**config.mk**
```make
export PLATFORM = sky130hd
export DESIGN_NAME = rfphoenix_dcache_wr_ctrl_flat
export DESIGN_NICKNAME = d
export VERILOG_FILES = /design/src/rtl/rfphoenix_dcache_wr_ctrl_if.sv /design/src/rtl/rfphoenix_dcache_wr_ctrl.sv /design/src/flat_wrapper.sv
export SDC_FILE = /design/constraint.sdc
export NUM_CORES = 1
export LEC_CHECK = 0
export CORE_AREA = 2 2 142 144
export CTS_CLUSTER_DIAMETER = 200
export DETAILED_ROUTE_END_ITERATION = 7
export DIE_AREA = 0 0 144 146
export PLACE_DENSITY = 0.83
export SLEW_MARGIN = 15
export SYNTH_ARGS = -nofsm -noshare
export SYNTH_HDL_FRONTEND = slang
export SYNTH_SLANG_ARGS = --single-unit
```
**constraint.sdc**
```tcl
create_clock -name clk -period 2.96 [get_ports clk]
set_input_delay 0.444 -clock clk [delete_from_list [all_inputs] [get_ports clk]]
set_output_delay 0.444 -clock clk [all_outputs]
set_load 0.03 [all_outputs]
```
**src/rtl/rfphoenix_dcache_wr_ctrl_if.sv**
```systemverilog
// Handshake/bus bundle for the dcache write controller.
//   st_*   : store-update request from the memory state machine (valid/ready)
//   fill_* : line-fill segment writes from the bus fill engine (never stalled)
//   inv    : flush of all queued stores
//   wr_*   : registered write port into the dcache data RAM
//   drop_cnt : saturating count of discarded non-qualifying stores
// The "slave" modport is the controller itself; "master" is the surrounding logic.
interface rfphoenix_dcache_wr_ctrl_if #(
    parameter int WAYS      = 4,
    parameter int SEGS      = 2,
    parameter int SEG_BYTES = 32,
    parameter int IDXW      = 7
);
    localparam int WW = (WAYS > 1) ? $clog2(WAYS) : 1;
    localparam int SW = (SEGS > 1) ? $clog2(SEGS) : 1;

    logic                 st_valid;
    logic                 st_ready;
    logic [6:0]           st_func;
    logic                 st_hit;
    logic [3:0]           st_acr;
    logic [WW-1:0]        st_way;
    logic [IDXW-1:0]      st_idx;
    logic [SW-1:0]        st_seg;
    logic [SEG_BYTES-1:0] st_sel;

    logic                 fill_valid;
    logic                 fill_last;
    logic [WW-1:0]        fill_way;
    logic [IDXW-1:0]      fill_idx;
    logic [SW-1:0]        fill_seg;

    logic                 inv;

    logic                 wr;
    logic [WAYS-1:0]      wr_way;
    logic [IDXW-1:0]      wr_idx;
    logic [SEGS-1:0]      wr_seg;
    logic [SEG_BYTES-1:0] wr_sel;
    logic                 wr_fill;
    logic [15:0]          drop_cnt;

    modport master (
        output st_valid, st_func, st_hit, st_acr, st_way, st_idx, st_seg, st_sel,
        output fill_valid, fill_last, fill_way, fill_idx, fill_seg, inv,
        input  st_ready, wr, wr_way, wr_idx, wr_seg, wr_sel, wr_fill, drop_cnt
    );

    modport slave (
        input  st_valid, st_func, st_hit, st_acr, st_way, st_idx, st_seg, st_sel,
        input  fill_valid, fill_last, fill_way, fill_idx, fill_seg, inv,
        output st_ready, wr, wr_way, wr_idx, wr_seg, wr_sel, wr_fill, drop_cnt
    );
endinterface

```
**src/rtl/rfphoenix_dcache_wr_ctrl.sv**
```systemverilog
// Data-cache write controller. Qualified store updates are queued in a small
// circular FIFO; line-fill segment writes bypass the queue with top priority.
// Both are merged onto one registered array write port with one-hot way and
// segment enables plus byte-lane enables.
// Ports:
//   clk   : clock
//   rst_n : synchronous active-low reset
//   bus   : rfphoenix_dcache_wr_ctrl_if.slave (store request, fill writes,
//           flush, array write port, drop counter)
module rfphoenix_dcache_wr_ctrl #(
    parameter int         WAYS      = 4,
    parameter int         SEGS      = 2,
    parameter int         SEG_BYTES = 32,
    parameter int         IDXW      = 7,
    parameter int         QDEPTH    = 4,
    parameter logic [6:0] MR_STORE  = 7'h02,
    parameter logic [6:0] MR_MOVST  = 7'h05
) (
    input  logic                     clk,
    input  logic                     rst_n,
    rfphoenix_dcache_wr_ctrl_if.slave bus
);
    localparam int WW = (WAYS > 1) ? $clog2(WAYS) : 1;
    localparam int SW = (SEGS > 1) ? $clog2(SEGS) : 1;
    localparam int PW = $clog2(QDEPTH);
    localparam int CW = PW + 1;

    typedef enum logic [1:0] {IDLE = 2'd0, FILL = 2'd1, FLUSH = 2'd2} state_t;

    state_t               state, state_n;
    logic                 fill_act, fill_act_n;   // a multi-segment fill is in progress
    logic [WW-1:0]        fl_way;
    logic [IDXW-1:0]      fl_idx;

    logic [WW-1:0]        q_way [QDEPTH];
    logic [IDXW-1:0]      q_idx [QDEPTH];
    logic [SW-1:0]        q_seg [QDEPTH];
    logic [SEG_BYTES-1:0] q_sel [QDEPTH];
    logic [PW-1:0]        rd_ptr, wr_ptr;
    logic [CW-1:0]        cnt, cnt_n;
    logic                 ready_q;

    logic                 wr_q, wr_fill_q;
    logic [WAYS-1:0]      wr_way_q;
    logic [IDXW-1:0]      wr_idx_q;
    logic [SEGS-1:0]      wr_seg_q;
    logic [SEG_BYTES-1:0] wr_sel_q;
    logic [15:0]          drop_q;

    logic accept, qualify, keep, drop, head_hit, deq;
    logic unused_acr;

    function automatic logic [15:0] sat_inc16(input logic [15:0] v);
        return (v == 16'hFFFF) ? v : v + 16'd1;
    endfunction

    assign unused_acr = ^bus.st_acr[2:0];

    always_comb begin
        accept  = bus.st_valid && ready_q;
        qualify = bus.st_hit && bus.st_acr[3] && (bus.st_sel != '0) &&
                  ((bus.st_func == MR_STORE) || (bus.st_func == MR_MOVST));
        // A flush swallows a same-cycle store without counting it as a drop.
        keep    = accept && qualify && !bus.inv;
        drop    = accept && !qualify && !bus.inv;
        // Stores to the line being filled must wait until the fill completes,
        // otherwise fill data would overwrite the newer store bytes.
        head_hit = (state == FILL) && (q_idx[rd_ptr] == fl_idx) && (q_way[rd_ptr] == fl_way);
        deq      = !bus.fill_valid && !bus.inv && (cnt != '0) && !head_hit;
        fill_act_n = bus.fill_valid ? !bus.fill_last : fill_act;
        cnt_n      = bus.inv ? '0 : (cnt + CW'(keep) - CW'(deq));
        if (bus.inv)
            state_n = FLUSH;
        else if (fill_act_n)
            state_n = FILL;
        else
            state_n = IDLE;
    end

    // Control, queue pointers and registered write port
    always_ff @(posedge clk) begin
        if (!rst_n) begin
            state     <= IDLE;
            fill_act  <= 1'b0;
            fl_way    <= '0;
            fl_idx    <= '0;
            rd_ptr    <= '0;
            wr_ptr    <= '0;
            cnt       <= '0;
            ready_q   <= 1'b0;
            drop_q    <= '0;
            wr_q      <= 1'b0;
            wr_fill_q <= 1'b0;
            wr_way_q  <= '0;
            wr_idx_q  <= '0;
            wr_seg_q  <= '0;
            wr_sel_q  <= '0;
        end else begin
            state    <= state_n;
            fill_act <= fill_act_n;
            cnt      <= cnt_n;
            ready_q  <= (cnt_n != CW'(QDEPTH));
            if (bus.fill_valid && !fill_act) begin
                fl_way <= bus.fill_way;
                fl_idx <= bus.fill_idx;
            end
            if (bus.inv) begin
                rd_ptr <= '0;
                wr_ptr <= '0;
            end else begin
                if (keep) wr_ptr <= wr_ptr + PW'(1);
                if (deq)  rd_ptr <= rd_ptr + PW'(1);
            end
            if (drop) drop_q <= sat_inc16(drop_q);

            if (bus.fill_valid) begin
                wr_q      <= 1'b1;
                wr_fill_q <= 1'b1;
                wr_way_q  <= WAYS'(1) << bus.fill_way;
                wr_idx_q  <= bus.fill_idx;
                wr_seg_q  <= SEGS'(1) << bus.fill_seg;
                wr_sel_q  <= '1;
            end else if (deq) begin
                wr_q      <= 1'b1;
                wr_fill_q <= 1'b0;
                wr_way_q  <= WAYS'(1) << q_way[rd_ptr];
                wr_idx_q  <= q_idx[rd_ptr];
                wr_seg_q  <= SEGS'(1) << q_seg[rd_ptr];
                wr_sel_q  <= q_sel[rd_ptr];
            end else begin
                wr_q      <= 1'b0;
                wr_fill_q <= 1'b0;
                wr_way_q  <= '0;
                wr_idx_q  <= '0;
                wr_seg_q  <= '0;
                wr_sel_q  <= '0;
            end
        end
    end

    // Queue storage (data only, no reset needed)
    always_ff @(posedge clk) begin
        if (keep) begin
            q_way[wr_ptr] <= bus.st_way;
            q_idx[wr_ptr] <= bus.st_idx;
            q_seg[wr_ptr] <= bus.st_seg;
            q_sel[wr_ptr] <= bus.st_sel;
        end
    end

    assign bus.st_ready = ready_q;
    assign bus.wr       = wr_q;
    assign bus.wr_fill  = wr_fill_q;
    assign bus.wr_way   = wr_way_q;
    assign bus.wr_idx   = wr_idx_q;
    assign bus.wr_seg   = wr_seg_q;
    assign bus.wr_sel   = wr_sel_q;
    assign bus.drop_cnt = drop_q;
endmodule

```
**src/flat_wrapper.sv**
```systemverilog
// flat-port wrapper written by rule: the top's interface ports become plain ports
module rfphoenix_dcache_wr_ctrl_flat 
#(
    parameter int         WAYS      = 4,
    parameter int         SEGS      = 2,
    parameter int         SEG_BYTES = 32,
    parameter int         IDXW      = 7,
    parameter int         QDEPTH    = 4,
    parameter logic [6:0] MR_STORE  = 7'h02,
    parameter logic [6:0] MR_MOVST  = 7'h05
)
  (clk, rst_n, bus_st_valid, bus_st_func, bus_st_hit, bus_st_acr, bus_st_way, bus_st_idx, bus_st_seg, bus_st_sel, bus_fill_valid, bus_fill_last, bus_fill_way, bus_fill_idx, bus_fill_seg, bus_inv, bus_st_ready, bus_wr, bus_wr_way, bus_wr_idx, bus_wr_seg, bus_wr_sel, bus_wr_fill, bus_drop_cnt);
  rfphoenix_dcache_wr_ctrl_if #(.WAYS(WAYS), .SEGS(SEGS), .SEG_BYTES(SEG_BYTES), .IDXW(IDXW)) bus_i ();
  input  logic clk;
  input  logic rst_n;
  input wire logic [$bits(bus_i.st_valid)-1:0] bus_st_valid;
  input wire logic [$bits(bus_i.st_func)-1:0] bus_st_func;
  input wire logic [$bits(bus_i.st_hit)-1:0] bus_st_hit;
  input wire logic [$bits(bus_i.st_acr)-1:0] bus_st_acr;
  input wire logic [$bits(bus_i.st_way)-1:0] bus_st_way;
  input wire logic [$bits(bus_i.st_idx)-1:0] bus_st_idx;
  input wire logic [$bits(bus_i.st_seg)-1:0] bus_st_seg;
  input wire logic [$bits(bus_i.st_sel)-1:0] bus_st_sel;
  input wire logic [$bits(bus_i.fill_valid)-1:0] bus_fill_valid;
  input wire logic [$bits(bus_i.fill_last)-1:0] bus_fill_last;
  input wire logic [$bits(bus_i.fill_way)-1:0] bus_fill_way;
  input wire logic [$bits(bus_i.fill_idx)-1:0] bus_fill_idx;
  input wire logic [$bits(bus_i.fill_seg)-1:0] bus_fill_seg;
  input wire logic [$bits(bus_i.inv)-1:0] bus_inv;
  output wire logic [$bits(bus_i.st_ready)-1:0] bus_st_ready;
  output wire logic [$bits(bus_i.wr)-1:0] bus_wr;
  output wire logic [$bits(bus_i.wr_way)-1:0] bus_wr_way;
  output wire logic [$bits(bus_i.wr_idx)-1:0] bus_wr_idx;
  output wire logic [$bits(bus_i.wr_seg)-1:0] bus_wr_seg;
  output wire logic [$bits(bus_i.wr_sel)-1:0] bus_wr_sel;
  output wire logic [$bits(bus_i.wr_fill)-1:0] bus_wr_fill;
  output wire logic [$bits(bus_i.drop_cnt)-1:0] bus_drop_cnt;
  assign bus_i.st_valid = bus_st_valid;
  assign bus_i.st_func = bus_st_func;
  assign bus_i.st_hit = bus_st_hit;
  assign bus_i.st_acr = bus_st_acr;
  assign bus_i.st_way = bus_st_way;
  assign bus_i.st_idx = bus_st_idx;
  assign bus_i.st_seg = bus_st_seg;
  assign bus_i.st_sel = bus_st_sel;
  assign bus_i.fill_valid = bus_fill_valid;
  assign bus_i.fill_last = bus_fill_last;
  assign bus_i.fill_way = bus_fill_way;
  assign bus_i.fill_idx = bus_fill_idx;
  assign bus_i.fill_seg = bus_fill_seg;
  assign bus_i.inv = bus_inv;
  assign bus_st_ready = bus_i.st_ready;
  assign bus_wr = bus_i.wr;
  assign bus_wr_way = bus_i.wr_way;
  assign bus_wr_idx = bus_i.wr_idx;
  assign bus_wr_seg = bus_i.wr_seg;
  assign bus_wr_sel = bus_i.wr_sel;
  assign bus_wr_fill = bus_i.wr_fill;
  assign bus_drop_cnt = bus_i.drop_cnt;
  rfphoenix_dcache_wr_ctrl #(.WAYS(WAYS), .SEGS(SEGS), .SEG_BYTES(SEG_BYTES), .IDXW(IDXW), .QDEPTH(QDEPTH), .MR_STORE(MR_STORE), .MR_MOVST(MR_MOVST)) u_core (.clk(clk), .rst_n(rst_n), .bus(bus_i));
endmodule
```
==> results of run 1 <==
## flip-flops by register name, indices dropped and copies added (netlist names), named ones only
| name | cells |
|---|---|
| u_core.q_seg | 4 |
| u_core.wr_ptr | 2 |
| u_core.fl_idx | 7 |
| u_core.rd_ptr | 2 |
| u_core.fl_way | 2 |
| u_core.q_way | 8 |
| u_core.cnt | 3 |
| u_core.bus.st_ready | 1 |
| u_core.q_idx | 28 |
| u_core.bus.wr_fill | 1 |
| u_core.state | 2 |
| u_core.q_sel | 128 |
| u_core.bus.wr_seg | 2 |
| u_core.bus.wr_sel | 32 |
| u_core.bus.wr_way | 4 |
| u_core.bus.wr | 1 |
| u_core.fill_act | 1 |
| u_core.bus.drop_cnt | 16 |
| u_core.bus.wr_idx | 7 |
## path summary, 6_finish.rpt
check / startpoint / end / slack, ns
setup / recovery: register / u_core.bus.st_ready$_SDFF_PN0_ / -0.20
setup reg to reg: register / u_core.bus.st_ready$_SDFF_PN0_ / -0.20
hold / removal: u_core.fl_idx[4]$_SDFFE_PN0P_ / u_core.fl_idx[4]$_SDFFE_PN0P_ / 0.47
hold reg to reg: u_core.fl_idx[4]$_SDFFE_PN0P_ / u_core.fl_idx[4]$_SDFFE_PN0P_ / 0.47
## layout make-up
type / count / area [sq um] / share of cell area, %
Sequential cell: 253 / 6750 / 55.2
Inverter: 10 / 37.5 / 0.307
Multi-Input combinational cell: 268 / 2490 / 20.4
Clock inverter: 11 / 145 / 1.19
Clock buffer: 37 / 712 / 5.82
Tap cell: 265 / 332 / 2.71
Timing Repair Buffer: 175 / 1750 / 14.3
## per-layer routing
metal  wire length (um)  vias up
met2               9840      220
met3               1290       35
met4                529        0
li1                   -     2532
met1               7620     2745
met5                  0        -
## critical path: cells and delay by family (launching register included)
kind                     cells  cell delay (ns)
AO/OA/AOI/OAI                1             0.19
multiplexers                 1             0.55
XOR/XNOR                     2             0.35
flip-flops                   1             0.39
AND/OR/NAND/NOR              4             0.60
adder cells (fa/ha/maj)      3             0.78
buffers and inverters        3             0.21
## stage by stage
step	setup TNS (ns)	setup WS, ns	util, %
floorplan	-0.130	-0.0892	-
detailed placement	-17.28	-0.205	58.2
finish	-0.308	-0.197	63.2
CTS	-0.294	-0.165	63.0
global route	-0.618	-0.316	63.2
global placement	-13.13	-0.153	58.2
## power by group through the flow
stage	sequential, mW	combinational, mW	clock, mW
detailed placement	3.89	0.362	0
CTS	3.82	0.365	3.29
global route	3.82	0.387	3.43
finish	3.82	0.365	3.22
global placement	3.89	0.350	0
floorplan	3.96	0.0708	0
## cells by family after synthesis
logic type,Yosys count,synth area share (%)
adders and majority gates,8,1.15
DFF,253,72.0
xor gates and xnor gates,14,1.31
buffers and inverters,35,1.91
and+or+nand+nor,117,6.73
AOI/OAI and AO/OA,81,5.95
muxes,48,10.9
## cell usage in the layout, fill, tap and decap left out, types with 4 or more instances in the layout
cell / netlist / layout
sky130_fd_sc_hd__a21o_1: 32 / 32
sky130_fd_sc_hd__a21oi_1: 21 / 21
sky130_fd_sc_hd__a22o_1: 9 / 9
sky130_fd_sc_hd__and2_2: 0 / 4
sky130_fd_sc_hd__buf_12: 0 / 8
sky130_fd_sc_hd__buf_4: 0 / 34
sky130_fd_sc_hd__clkbuf_1: 16 / 9
sky130_fd_sc_hd__clkbuf_16: 0 / 26
sky130_fd_sc_hd__clkdlybuf4s50_1: 0 / 130
sky130_fd_sc_hd__clkinv_2: 0 / 4
sky130_fd_sc_hd__dfxtp_1: 85 / 83
sky130_fd_sc_hd__edfxtp_1: 168 / 168
sky130_fd_sc_hd__ha_1: 7 / 6
sky130_fd_sc_hd__inv_1: 9 / 7
sky130_fd_sc_hd__mux2i_1: 6 / 6
sky130_fd_sc_hd__mux4_2: 38 / 41
sky130_fd_sc_hd__nand2_1: 32 / 32
sky130_fd_sc_hd__nand2b_1: 7 / 7
sky130_fd_sc_hd__nand3_1: 10 / 10
sky130_fd_sc_hd__nand4_1: 7 / 7
sky130_fd_sc_hd__nor2_1: 14 / 14
sky130_fd_sc_hd__nor4_1: 11 / 11
sky130_fd_sc_hd__o21ai_0: 5 / 5
sky130_fd_sc_hd__o31ai_1: 8 / 8
sky130_fd_sc_hd__or3_1: 6 / 6
sky130_fd_sc_hd__or4_1: 8 / 8
sky130_fd_sc_hd__xnor2_1: 12 / 7
sky130_fd_sc_hd__xnor2_2: 0 / 5
## timing repair
item                                    in CTS  in global routing
gates resized for setup                      2                 10
endpoints found under the setup margin       3                  3
setup buffers                                6                  0
cloned                                       0                  0
pin swaps                                    6                  5
==> results.py, run 1 <==
metrics = {
    "clock_network": {
        "htree_num_levels": 1,
        "cts-root-buf": "sky130_fd_sc_hd__clkbuf_16",
        "cts_hold_fix_bufs": 0,
        "path_clk_slew_ns": 0.06,
        "tritoncts_num_sinks": 253,
        "tritoncts.num_buffers": 26,
        "worst_skew_pair.late_latency_ns": 0.53,
        "tritoncts": "yes",
        "cts_buffer_depth": 3,
    },
    "synth": {
        "synth-edff-count": 168,
        "yosys_register_bits": 253,
        "synthesis.area_sq_um": 9360,
        "syn-instance-count": 556,
        "predominant_post_synthesis_flop_cell": "sky130_fd_sc_hd__edfxtp_1",
        "syn_avg_cell_area_sq_um": 16.8,
        "synth_nets": 634,
        "synth_most_common_cell": "sky130_fd_sc_hd__edfxtp_1",
        "most_area_consuming_cells_after_synthesis": "sky130_fd_sc_hd__edfxtp_1 (54%), sky130_fd_sc_hd__dfxtp_1 (18%), sky130_fd_sc_hd__mux4_2 (9.1%), sky130_fd_sc_hd__a21o_1 (2.6%), sky130_fd_sc_hd__nand2_1 (1.3%)",
        "ys.warnings.count": 0,
        "synth.distinct_cells": 44,
        "seq_area_frac_synth_pct": 72.0,
        "synth_common_cells": "sky130_fd_sc_hd__edfxtp_1 (168), sky130_fd_sc_hd__dfxtp_1 (85), sky130_fd_sc_hd__mux4_2 (38)",
        "yosys.area.top_type": "sky130_fd_sc_hd__edfxtp_1",
        "synth_top_area_share_pct": 53.9,
        "fraction_of_registers_with_async_set_reset_pct": 0,
    },
    "sta": {
        "hold_ws_ns": 0.469,
        "hold_viol": 0,
        "fmaxAchievable_ghz": 0.317,
        "period_share_pct": 107,
        "timing.final.setup_violations": 3,
        "fin_skew_ns": 0.0173,
        "timing_worst_slew_pin_value_ns": 1.15,
        "slew_violations": 0,
        "max_slew_margin_pct": 23.2,
        "postLayoutSetupSlackWorst_ns": -0.197,
        "timing.final.crit_period_ns": 3.16,
        "rsz0062_at_grt": "yes",
    },
    "routing": {
        "avg_wl_per_cell_um": 18.9,
        "first_iter_violations": 328,
        "routed_wl_mm": 19.3,
        "ant_nets": 0,
        "post_drt_via_cell_ratio": 5.43,
        "first_drt_pass_iteration_count": 4,
        "routed-via-count": 5532,
        "drc": 0,
    },
    "pwr": {
        "power.total_mw": 7.40,
        "power.net_switching_mw": 1.48,
        "switching_share_pct": 20.0,
        "powerDensity_nw_per_um2": 606,
        "max-vdd-ir-drop_uv": 522,
        "share_seq_of_total_power_pct": 51.6,
        "intPower_mw": 5.92,
        "power.clock.fraction_pct": 43.5,
        "pwr-share-comb_pct": 4.9,
        "power.leakage_nw": 4.28,
    },
    "finish": {
        "area.growth.synth_to_final_pct": 30.5,
        "filler_cell_count": 1360,
        "final_cells": 1019,
        "drive_gt1_share_pct": 19.0,
        "finish.instance_area_sq_um": 12200,
        "antenna-diode-count": 0,
        "design.final.nets": 812,
    },
    "floorplanning": {
        "floorplan.die.width_um": 144,
        "dieHeight_um": 146,
        "initial_utilization_pct": 48.4,
        "die-area_sq_um": 21000,
        "design.portCount": 134,
        "core_outline_area_sq_um": 19300,
        "rows": 51,
    },
    "global_route": {
        "grt.met1_usage_pct": 23.0,
        "overflow": 0,
        "grt_first_pass_wirelength_mm": 30.1,
        "groute.layer.met2.usage_pct": 32.2,
        "initial_antenna_violation_count": 0,
        "vias_in_the_first_global_route": 5832,
        "grt-busiest-layer": "met2",
        "grt_start_max_net_pins": 41,
        "grt_use_total_pct": 18.3,
        "groute.layer.met3.usage_pct": 3.39,
    },
    "critical_path": {
        "rr_worst_depth": 14,
        "crit_path_cell_trace": "buf_6 -> mux4_2 -> xnor2_2 -> nand4_1 -> nor4_4 -> nor2_1 -> ha_1 -> inv_2 -> ha_4 -> inv_2 -> fa_2 -> xnor2_2 -> nor2_1 -> a31oi_1",
        "cp_data_required_time_ns": 3.39,
        "critical_path.slowest_cell": "sky130_fd_sc_hd__mux4_2",
        "critical-path-max-stage-delay_ns": 0.55,
        "worst-endpoint-arrival_ns": 3.59,
        "worst_path_class_setup": "reg2reg",
        "critPathMaxFanout": 5,
        "worst_setup_path_start_kind": "register",
        "endpoint_kind": "register",
    },
    "min_path": {
        "hold_depth": 2,
        "timing.hold.worst.class": "reg2reg",
    },
    "run_status": {
        "violations_in_the_final_reports": "setup timing",
        "status": "complete, but fails checks",
    },
    "place": {
        "place_inst": 965,
        "place.gp.congestion": 0.800,
        "postPlaceCellArea_sq_um": 11300,
        "port_buffers": 130,
        "hpwl_mm": 12.6,
    },
    "flow_run": {
        "max_cap_violations": 0,
    },
}
No activity file was read; power rests on OpenSTA's default activity.
==> run 2, diff against run 1 <==
CORE_AREA = 2 2 101 201   (was 2 2 142 144)
DIE_AREA = 0 0 103 203   (was 0 0 144 146)
==> results.py, run 2 (synthesized netlist as in run 1, its figures left out) <==
metrics = {
    "run_status": {
        "status": "complete, but fails checks",
        "violations_in_the_final_reports": "setup timing",
    },
    "sta": {
        "max_slew_margin_pct": 50.0,
        "slew_violations": 0,
        "hold_ws_ns": 0.490,
        "postLayoutSetupSlackWorst_ns": -0.251,
        "timing_worst_slew_pin_value_ns": 0.743,
        "timing.final.setup_violations": 3,
        "fin_skew_ns": 0.00975,
        "timing.final.crit_period_ns": 3.21,
        "fmaxAchievable_ghz": 0.311,
        "rsz0062_at_grt": "yes",
        "setup-tns-final_ns": -0.629,
        "hold_viol": 0,
        "period_share_pct": 108,
    },
    "place": {
        "hpwl_mm": 13.7,
        "place_inst": 962,
        "port_buffers": 130,
        "detailedPlace.worstSlack_ns": -0.449,
        "place.gp.congestion": 0.824,
    },
    "critical_path": {
        "worst-endpoint-arrival_ns": 3.64,
        "worst_setup_path_start_kind": "register",
        "cp_data_required_time_ns": 3.39,
        "endpoint_kind": "register",
        "critical_path_buf_inv_count": 4,
        "crit_family": "adder cells",
        "critical_path.slowest_cell": "sky130_fd_sc_hd__mux4_2",
        "worst_path_class_setup": "reg2reg",
        "crit_path_cell_trace": "buf_12 -> mux4_2 -> xnor2_2 -> nand4_1 -> nor4_4 -> nor2_1 -> ha_1 -> inv_1 -> ha_1 -> inv_1 -> fa_2 -> xnor2_2 -> buf_4 -> nor3_2",
        "critPathMaxFanout": 5,
        "critical-path-max-stage-delay_ns": 0.54,
    },
    "floorplanning": {
        "design.portCount": 134,
        "floorplan.die.width_um": 103,
        "initial_utilization_pct": 48.6,
        "die-area_sq_um": 20900,
        "rows": 72,
        "core_outline_area_sq_um": 19300,
        "dieHeight_um": 203,
    },
    "global_route": {
        "grt_start_max_net_pins": 41,
        "initial_antenna_violation_count": 0,
        "overflow": 0,
        "grt_use_total_pct": 20.2,
        "grt_first_pass_wirelength_mm": 32.0,
        "vias_in_the_first_global_route": 6014,
    },
    "clock_network": {
        "tritoncts_num_sinks": 253,
        "cts_hold_fix_bufs": 0,
        "cts_buffer_depth": 3,
        "tritoncts": "yes",
        "path_clk_slew_ns": 0.07,
        "tritoncts.num_buffers": 21,
        "cts-root-buf": "sky130_fd_sc_hd__clkbuf_16",
        "htree_num_levels": 1,
        "worst_skew_pair.late_latency_ns": 0.51,
    },
    "routing": {
        "drc": 0,
        "routed-via-count": 5533,
        "first_drt_pass_iteration_count": 4,
        "routed_wl_mm": 20.8,
        "avg_wl_per_cell_um": 20.6,
        "first_iter_violations": 247,
        "post_drt_via_cell_ratio": 5.49,
        "ant_nets": 0,
    },
    "finish": {
        "final_cells": 1007,
        "largest_reg_flops": 128,
        "design.final.nets": 811,
        "drive_gt1_share_pct": 19.0,
        "max_flop_register": "u_core.q_sel",
        "area.growth.synth_to_final_pct": 29.2,
        "finished_core_util_pct": 62.8,
        "layout_common_cells": "sky130_fd_sc_hd__edfxtp_1 (168), sky130_fd_sc_hd__clkdlybuf4s50_1 (130), sky130_fd_sc_hd__dfxtp_1 (83), sky130_fd_sc_hd__mux4_2 (41), sky130_fd_sc_hd__buf_4 (40)",
        "filler_cell_count": 1403,
        "antenna-diode-count": 0,
        "layout.cells.most_common": "sky130_fd_sc_hd__edfxtp_1",
    },
    "pwr": {
        "power.leakage_nw": 4.24,
        "max-vdd-ir-drop_uv": 713,
        "powerDensity_nw_per_um2": 584,
    },
    "flow_run": {
        "max_cap_violations": 0,
    },
    "min_path": {
        "timing.hold.worst.class": "reg2reg",
        "timing.hold.worst.start": "u_core.fl_way[1]$_SDFFE_PN0P_",
    },
}
run 2: changes by cell type in the layout (fill, tap and decap cells not counted), sizes merged:
cell	before	now
inv	10	11
clkbuf	37	27
clkinvlp	0	1
buf	45	48
clkinv	8	6
nor2	15	16
run 2: report_power, final:
group	switching, mW	internal, mW
Clock	1.20	1.68
Sequential	0.0212	3.80
Combinational	0.191	0.182
Total	1.41	5.66
run 2: timing repair:
action | CTS | global route
buffers inserted | 2 | 4
pin swaps | 2 | 5
cloned | 0 | 1
endpoints found under the setup margin | 35 | 43
gates resized for setup | 4 | 3
run 2: path summary, 6_finish.rpt:
path                                   endpoint  slack (ns)  cells past startpoint
setup / recovery       u_core.cnt[2]$_SDFF_PN0_       -0.25                     14
hold reg to reg   u_core.fl_way[1]$_SDFFE_PN0P_        0.49                      2
hold / removal    u_core.fl_way[1]$_SDFFE_PN0P_        0.49                      2
setup reg to reg       u_core.cnt[2]$_SDFF_PN0_       -0.25                     14
run 2: final cells by class:
class                   count  area, sq um  share of cell area [%]
inverters                  10         37.5                   0.310
clock inverters            11          143                    1.18
flip-flops and latches    253         6750                    55.8
clock buffers              27          588                    4.86
repair buffers            178         1760                    14.6
well taps                 259          324                    2.68
multi-input cells         269         2490                    20.6
run 2: stage by stage:
stage / power (mW) / instance area, sq um
after floorplan: 4.03 / 9370
after global placement: 4.25 / 11300
after detailed placement: 4.27 / 11300
after CTS: 7.14 / 12000
after global routing: 7.30 / 12100
final: 7.07 / 12100
run 2: metal layers:
| layer | up-vias | global-route usage, % | part of all wire, % |
|---|---|---|---|
| met2 | 195 | 39.0 | 58 |
| met1 | 2790 | 22.0 | 35 |
| met5 | - | 0 | 0 |
| met3 | 31 | 2.79 | 5.2 |
| met4 | 0 | 6.06 | 2.2 |
| li1 | 2517 | - | - |
run 2: worst reg2reg max path, cell delays in order, from the launching register on:
cell and delay (ns):
sky130_fd_sc_hd__dfxtp_4 0.39, sky130_fd_sc_hd__buf_12 0.12, sky130_fd_sc_hd__mux4_2 0.54, sky130_fd_sc_hd__xnor2_2 0.15, sky130_fd_sc_hd__nand4_1 0.20, sky130_fd_sc_hd__nor4_4 0.37
sky130_fd_sc_hd__nor2_1 0.09, sky130_fd_sc_hd__ha_1 0.29, sky130_fd_sc_hd__inv_1 0.06, sky130_fd_sc_hd__ha_1 0.13, sky130_fd_sc_hd__inv_1 0.05, sky130_fd_sc_hd__fa_2 0.35
sky130_fd_sc_hd__xnor2_2 0.15, sky130_fd_sc_hd__buf_4 0.15, sky130_fd_sc_hd__nor3_2 0.10
